[src/rtl/muldiv_unit_pkg.sv]
// rtl/muldiv_unit_pkg.sv - shared defines: instruction function codes, muldiv op and FSM encodings
package muldiv_unit_pkg;

    localparam logic [5:0] FUNCT_MULT  = 6'h18;
    localparam logic [5:0] FUNCT_MULTU = 6'h19;
    localparam logic [5:0] FUNCT_DIV   = 6'h1a;
    localparam logic [5:0] FUNCT_DIVU  = 6'h1b;

    typedef enum logic [1:0] {
        OP_MULT  = 2'b00,
        OP_MULTU = 2'b01,
        OP_DIV   = 2'b10,
        OP_DIVU  = 2'b11
    } op_t;

    typedef enum logic [1:0] {
        ST_IDLE = 2'b00,
        ST_RUN  = 2'b01,
        ST_DONE = 2'b10
    } state_t;

    function automatic logic op_is_signed(input logic [1:0] op);
        return ~op[0];
    endfunction

    function automatic logic op_is_div(input logic [1:0] op);
        return op[1];
    endfunction

endpackage

[src/rtl/muldiv_unit_div_core.sv]
// rtl/muldiv_unit_div_core.sv - one restoring shift-subtract divide step on unsigned magnitudes
module div_core #(
    parameter int WIDTH = 32
) (
    input  logic [WIDTH-1:0] rem,
    input  logic [WIDTH-1:0] quo,
    input  logic [WIDTH-1:0] divisor,
    output logic [WIDTH-1:0] rem_next,
    output logic [WIDTH-1:0] quo_next
);

    logic [WIDTH:0] trial;

    // rem < divisor always holds, so a borrow shows up in the top bit
    assign trial = {rem, quo[WIDTH-1]} - {1'b0, divisor};

    always_comb begin
        rem_next = trial[WIDTH-1:0];
        quo_next = {quo[WIDTH-2:0], 1'b1};
        if (trial[WIDTH]) begin
            rem_next = {rem[WIDTH-2:0], quo[WIDTH-1]};
            quo_next = {quo[WIDTH-2:0], 1'b0};
        end
    end

endmodule

[src/rtl/muldiv_unit.sv]
// rtl/muldiv_unit.sv - iterative multiply/divide unit with HI/LO result registers
module muldiv_unit
    import muldiv_unit_pkg::*;
#(
    parameter int WIDTH = 32
) (
    input  logic             clk,
    input  logic             resetn,
    input  logic             start,
    input  logic [1:0]       op,
    input  logic [WIDTH-1:0] a,
    input  logic [WIDTH-1:0] b,
    input  logic             cancel,
    output logic             busy,
    output logic             done,
    output logic             div_zero,
    output logic [WIDTH-1:0] hi,
    output logic [WIDTH-1:0] lo
);

    localparam int CW = $clog2(WIDTH) + 1;

    state_t         state, state_nx;
    logic [CW-1:0]  cnt;
    logic           accept, last;

    logic           is_div, neg_q, neg_r, b_zero;
    logic [WIDTH:0]   wh;
    logic [WIDTH-1:0] wl, opb;

    logic           a_neg, b_neg;
    logic [WIDTH-1:0] a_mag, b_mag;

    logic [WIDTH:0]   madd;
    logic [WIDTH:0]   mul_wh_n;
    logic [WIDTH-1:0] mul_wl_n;
    logic [WIDTH-1:0] div_rem_n, div_quo_n;
    logic [2*WIDTH-1:0] prod, prod_s;
    logic [WIDTH-1:0] quo_s, rem_s;
    logic [WIDTH-1:0] res_hi, res_lo;

    assign accept = (state != ST_RUN) && start && !cancel;
    assign last   = (cnt == CW'(WIDTH - 1));
    assign busy   = (state == ST_RUN);
    assign done   = (state == ST_DONE);

    assign a_neg = op_is_signed(op) && a[WIDTH-1];
    assign b_neg = op_is_signed(op) && b[WIDTH-1];
    assign a_mag = a_neg ? -a : a;
    assign b_mag = b_neg ? -b : b;

    // Shift-add: {wh, wl} holds the partial product with the multiplier in wl
    assign madd     = wh + (wl[0] ? {1'b0, opb} : '0);
    assign mul_wh_n = {1'b0, madd[WIDTH:1]};
    assign mul_wl_n = {madd[0], wl[WIDTH-1:1]};

    div_core #(.WIDTH(WIDTH)) u_div_core (
        .rem      (wh[WIDTH-1:0]),
        .quo      (wl),
        .divisor  (opb),
        .rem_next (div_rem_n),
        .quo_next (div_quo_n)
    );

    assign prod   = {mul_wh_n[WIDTH-1:0], mul_wl_n};
    assign prod_s = neg_q ? -prod : prod;
    assign quo_s  = neg_q ? -div_quo_n : div_quo_n;
    assign rem_s  = neg_r ? -div_rem_n : div_rem_n;

    always_comb begin
        res_hi = prod_s[2*WIDTH-1:WIDTH];
        res_lo = prod_s[WIDTH-1:0];
        if (is_div) begin
            res_hi = rem_s;
            res_lo = b_zero ? '1 : quo_s;
        end
    end

    always_ff @(posedge clk) begin
        if (!resetn) state <= ST_IDLE;
        else         state <= state_nx;
    end

    always_comb begin
        state_nx = state;
        case (state)
            ST_IDLE: if (accept) state_nx = ST_RUN;
            ST_RUN: begin
                if (cancel)    state_nx = ST_IDLE;
                else if (last) state_nx = ST_DONE;
            end
            ST_DONE: state_nx = accept ? ST_RUN : ST_IDLE;
            default: state_nx = ST_IDLE;
        endcase
    end

    always_ff @(posedge clk) begin
        if (!resetn) begin
            cnt      <= '0;
            is_div   <= 1'b0;
            neg_q    <= 1'b0;
            neg_r    <= 1'b0;
            b_zero   <= 1'b0;
            wh       <= '0;
            wl       <= '0;
            opb      <= '0;
            hi       <= '0;
            lo       <= '0;
            div_zero <= 1'b0;
        end else if (accept) begin
            cnt    <= '0;
            is_div <= op_is_div(op);
            neg_q  <= a_neg ^ b_neg;
            neg_r  <= a_neg;
            b_zero <= (b == '0);
            wh     <= '0;
            wl     <= a_mag;
            opb    <= b_mag;
        end else if (state == ST_RUN && !cancel) begin
            cnt <= cnt + CW'(1);
            if (is_div) begin
                wh <= {1'b0, div_rem_n};
                wl <= div_quo_n;
            end else begin
                wh <= mul_wh_n;
                wl <= mul_wl_n;
            end
            // Sign correction lands together with the final iteration
            if (last) begin
                hi       <= res_hi;
                lo       <= res_lo;
                div_zero <= is_div && b_zero;
            end
        end
    end

endmodule

[config.mk]
export PLATFORM = sky130hd
export DESIGN_NAME = muldiv_unit
export DESIGN_NICKNAME = d
export VERILOG_FILES = /design/src/rtl/muldiv_unit_pkg.sv /design/src/rtl/muldiv_unit_div_core.sv /design/src/rtl/muldiv_unit.sv
export SDC_FILE = /design/constraint.sdc
export NUM_CORES = 1
export LEC_CHECK = 0
export BUFFER_PORTS_ARGS = -buffer_cell sky130_fd_sc_hd__buf_2
export CORE_UTILIZATION = 46
export DETAILED_ROUTE_END_ITERATION = 16
export PLACE_DENSITY_LB_ADDON = 0.05
export SLEW_MARGIN = 20
export SYNTH_ARGS = -nofsm -noshare
export SYNTH_HDL_FRONTEND = slang
export SYNTH_SLANG_ARGS = --single-unit
[constraint.sdc]
create_clock -name clk -period 16.9 [get_ports clk]
set_input_delay 2.535 -clock clk [delete_from_list [all_inputs] [get_ports clk]]
set_output_delay 2.535 -clock clk [all_outputs]
set_load 0.005 [all_outputs]
==> qor.yml <==
outcome:
  outcome: "completed"
worst_hold_path:
  hp-start: "lo[17]"
  min_path_type: "register to register"
yosys:
  synth_area_leader_cell: "dfxtp_1"
  avgSynthCellArea_sq_um: 7.211
  synth_xor_area_frac: 0.1037
  synth_area_sq_um: 16560
  synth_warnings: 0
  synth_top_family_by_area: "compound AO/OA/AOI/OAI gates"
  synthCells: 2296
  synth-main-ff-cell: "dfxtp_1"
  synthAdderAreaFrac: 0.05532
  synth-seq-cells: 173
  muxShareOfSynthArea: 0.04738
  synth_fp_nets: 2438
  synth_seq_area_share: 0.2092
  synth_edf_count: 0
  synth_compound_area_frac: 0.3035
  synth_top_area_share: 0.2092
  synth_area_leaders: "dfxtp_1 21%, a21oi_1 7.1%, xnor2_1 5.9%"
  synthArstFlopShare: 0
  yosysUniqueCellTypes: 87
  synth_simple_gate_area_share: 0.2249
detailed_routing:
  vias_per_cell: 6.367
  num_vias: 17690
  dr.pass1.iters: 6
  antenna_left: 0
  drt-initial-drc-count: 1690
  routedWlPerCell_um: 22.92
  drt-total-wl_mm: 63.69
  drcViolationCount: 0
floorplan:
  die_height_um: 191.7
  dieArea_sq_um: 36760
  row_count: 69
  initial_core_util: 0.4666
  chipWidth_um: 191.7
  core_sq_um: 35480
  ios: 137
timing:
  hold_viol_final: 0
  fin_crit_sh: 0.4155
  fin_skew_ns: 0.01692
  setup_viol: 0
  period_minus_slack_ns: 7.022
  setup_tns_ns: 0
  worst_pin_slew_ns: 1.127
  rsz0062_at_grt: "false"
  finalMaxSlewViolations: 0
  fmax_mhz: 142.4
  relSlewSlack: 0.2428
worst_setup_path:
  timing.rr.start: "wl[31]"
  crit_fanout: 39
  crit_required_ns: 17.26
  crit_path_max_incr_delay_ns: 0.88
  critPathCaptureType: "register"
  rrSetupSlack_ns: 9.88
  arrival_ns: 7.38
  cp_common_cell: "buf_4"
  path_cells: "inv_1 -> ha_1 -> fa_1 -> nand2b_1 -> a21o_1 -> a21oi_1 -> a211oi_1 -> buf_4 -> o31ai_1 -> nor3_2 -> buf_4 -> inv_2 -> buf_4 -> nor2_1 -> a21oi_1 -> ha_1 -> inv_1 -> nor4_1 -> nand4_1 -> a221oi_1 -> nand2_1 -> mux2i_1 -> a221o_1"
  cp_top_family: "compound AO/OA/AOI/OAI gates"
  crit_type: "register to register"
  crit_start: "wl[31]"
  slowest_stage: "o31ai_1"
  crit_buf_inv: 6
  crit_path_start_kind: "register"
clock_tree:
  insertion_delay_ns: 0.47
  root_buffer: "clkbuf_16"
  htreeDepth: 4
  post_cts_buffers: 0
  cts_tree: "yes"
  cts_resized: 0
  cts_max_path_buffers: 2
  clk_pin_slew_ns: 0.08
  numCtsBuffers: 17
  clock_sinks: 173
  postCtsHoldBufs: 0
power:
  leakage_uw: 0.007329
  peakVddDrop_mv: 0.05562
  power_density_nw_per_um2: 69.09
placement:
  dp_hpwl_mm: 48.29
  place_inst: 2747
  gp_congestion: 0.9794
  port_buffers: 136
cells_and_area:
  final_common_cell: "nor2_1"
  area_growth_pct: 9.000
  drive_gt1_frac: 0.1156
  stdcell_count: 2779
  layout_common_cells: "247 x nor2_1, 233 x a21oi_1, 180 x nand2_1"
  n_antenna_cell: 0
  num-nets-final: 2447
global_route:
  grt_max_degree: 85
  grt_usage: 0.3422
  grt_pass1_wl_mm: 95.29
  grt_pass1_vias: 15880
  overflow: 0
  antenna_found_initial: 0
flow_run:
  cap_violations: 0
[layout make-up]
type | count | area (sq um)
Clock inverter | 15 | 249.0
Fill cell | 3611 | 17440
Tap cell | 461 | 576.8
Multi-Input combinational cell | 1881 | 12200
Timing Repair Buffer | 158 | 845.8
Clock buffer | 17 | 425.4
Inverter | 74 | 277.8
Sequential cell | 173 | 3468
[metrics by stage]
stage | total power (uW) | util | hold WS [ns] | setup slack (ns) | cell area, sq um
final | 1247 | 0.5086 | 0.4565 | 9.878 | 18050
after global routing | 1298 | 0.5086 | 0.4786 | 9.422 | 18050
after floorplan | 673.9 | - | 0.4319 | 11.22 | 16560
after global placement | 780.0 | 0.4896 | 0.4419 | 10.26 | 17370
after CTS | 1246 | 0.5086 | 0.4620 | 10.02 | 18050
after detailed placement | 782.0 | 0.4896 | 0.4529 | 10.03 | 17370
[registers in the layout (all words and copies together) (netlist names)]
register and cells:
wh 32, is_div 1, neg_r 1, opb 32, lo 32, cnt 6
neg_q 1, b_zero 1, div_zero 1, wl 32, state 2, hi 32
[cell usage after synthesis, types with 35 or more instances]
library cell,n
mux2i_1,39
xnor2_1,111
nand3_1,35
inv_1,73
mux2_2,35
nand2_1,180
a211oi_1,75
dfxtp_1,173
ha_1,70
a21oi_1,235
clkbuf_1,144
or3_1,42
nor2_1,248
nor3_1,65
o21ai_0,151
xor2_1,85
[routing by layer]
layer / global-route usage / wire length [um] / vias to the layer above
met4: 0.1288 / 2250 / 0
met3: 0.05774 / 4634 / 120
met5: 0 / 0 / -
li1: - / - / 8482
met1: 0.4691 / 28770 / 8392
met2: 0.5328 / 28040 / 699
[power by group]
part,switching (uW),internal [uW],total [uW]
sequential,21.8,419,441
clock,208,257,465
combinational,222,118,341
[final timing paths]
kind	to	cells after the start
worst max-delay path	hi[30]	23
worst min-delay path	lo[17]	2
worst max register to register	hi[30]	23
worst min register to register	lo[17]	2
[worst register-to-register path, cell delays in order, from the launching register on]
cell and delay, ns:
dfxtp_1 0.51, inv_1 0.11, ha_1 0.24, fa_1 0.42, nand2b_1 0.20, a21o_1 0.24
a21oi_1 0.32, a211oi_1 0.13, buf_4 0.19, o31ai_1 0.89, nor3_2 0.05, buf_4 0.34
inv_2 0.11, buf_4 0.39, nor2_1 0.11, a21oi_1 0.23, ha_1 0.42, inv_1 0.12
nor4_1 0.56, nand4_1 0.30, a221oi_1 0.45, nand2_1 0.13, mux2i_1 0.13, a221o_1 0.32
[kinds of logic (layout without fill, tap and decap cells)]
family / Yosys count / in the layout
buffers and inverters: 242 / 264
and+or+nand+nor: 768 / 768
AOI/OAI and AO/OA: 771 / 771
adders and majority gates: 72 / 72
xor gates and xnor gates: 196 / 196
DFF: 173 / 173
muxes: 74 / 74
Note: power is estimated with default switching activity, not from simulation.
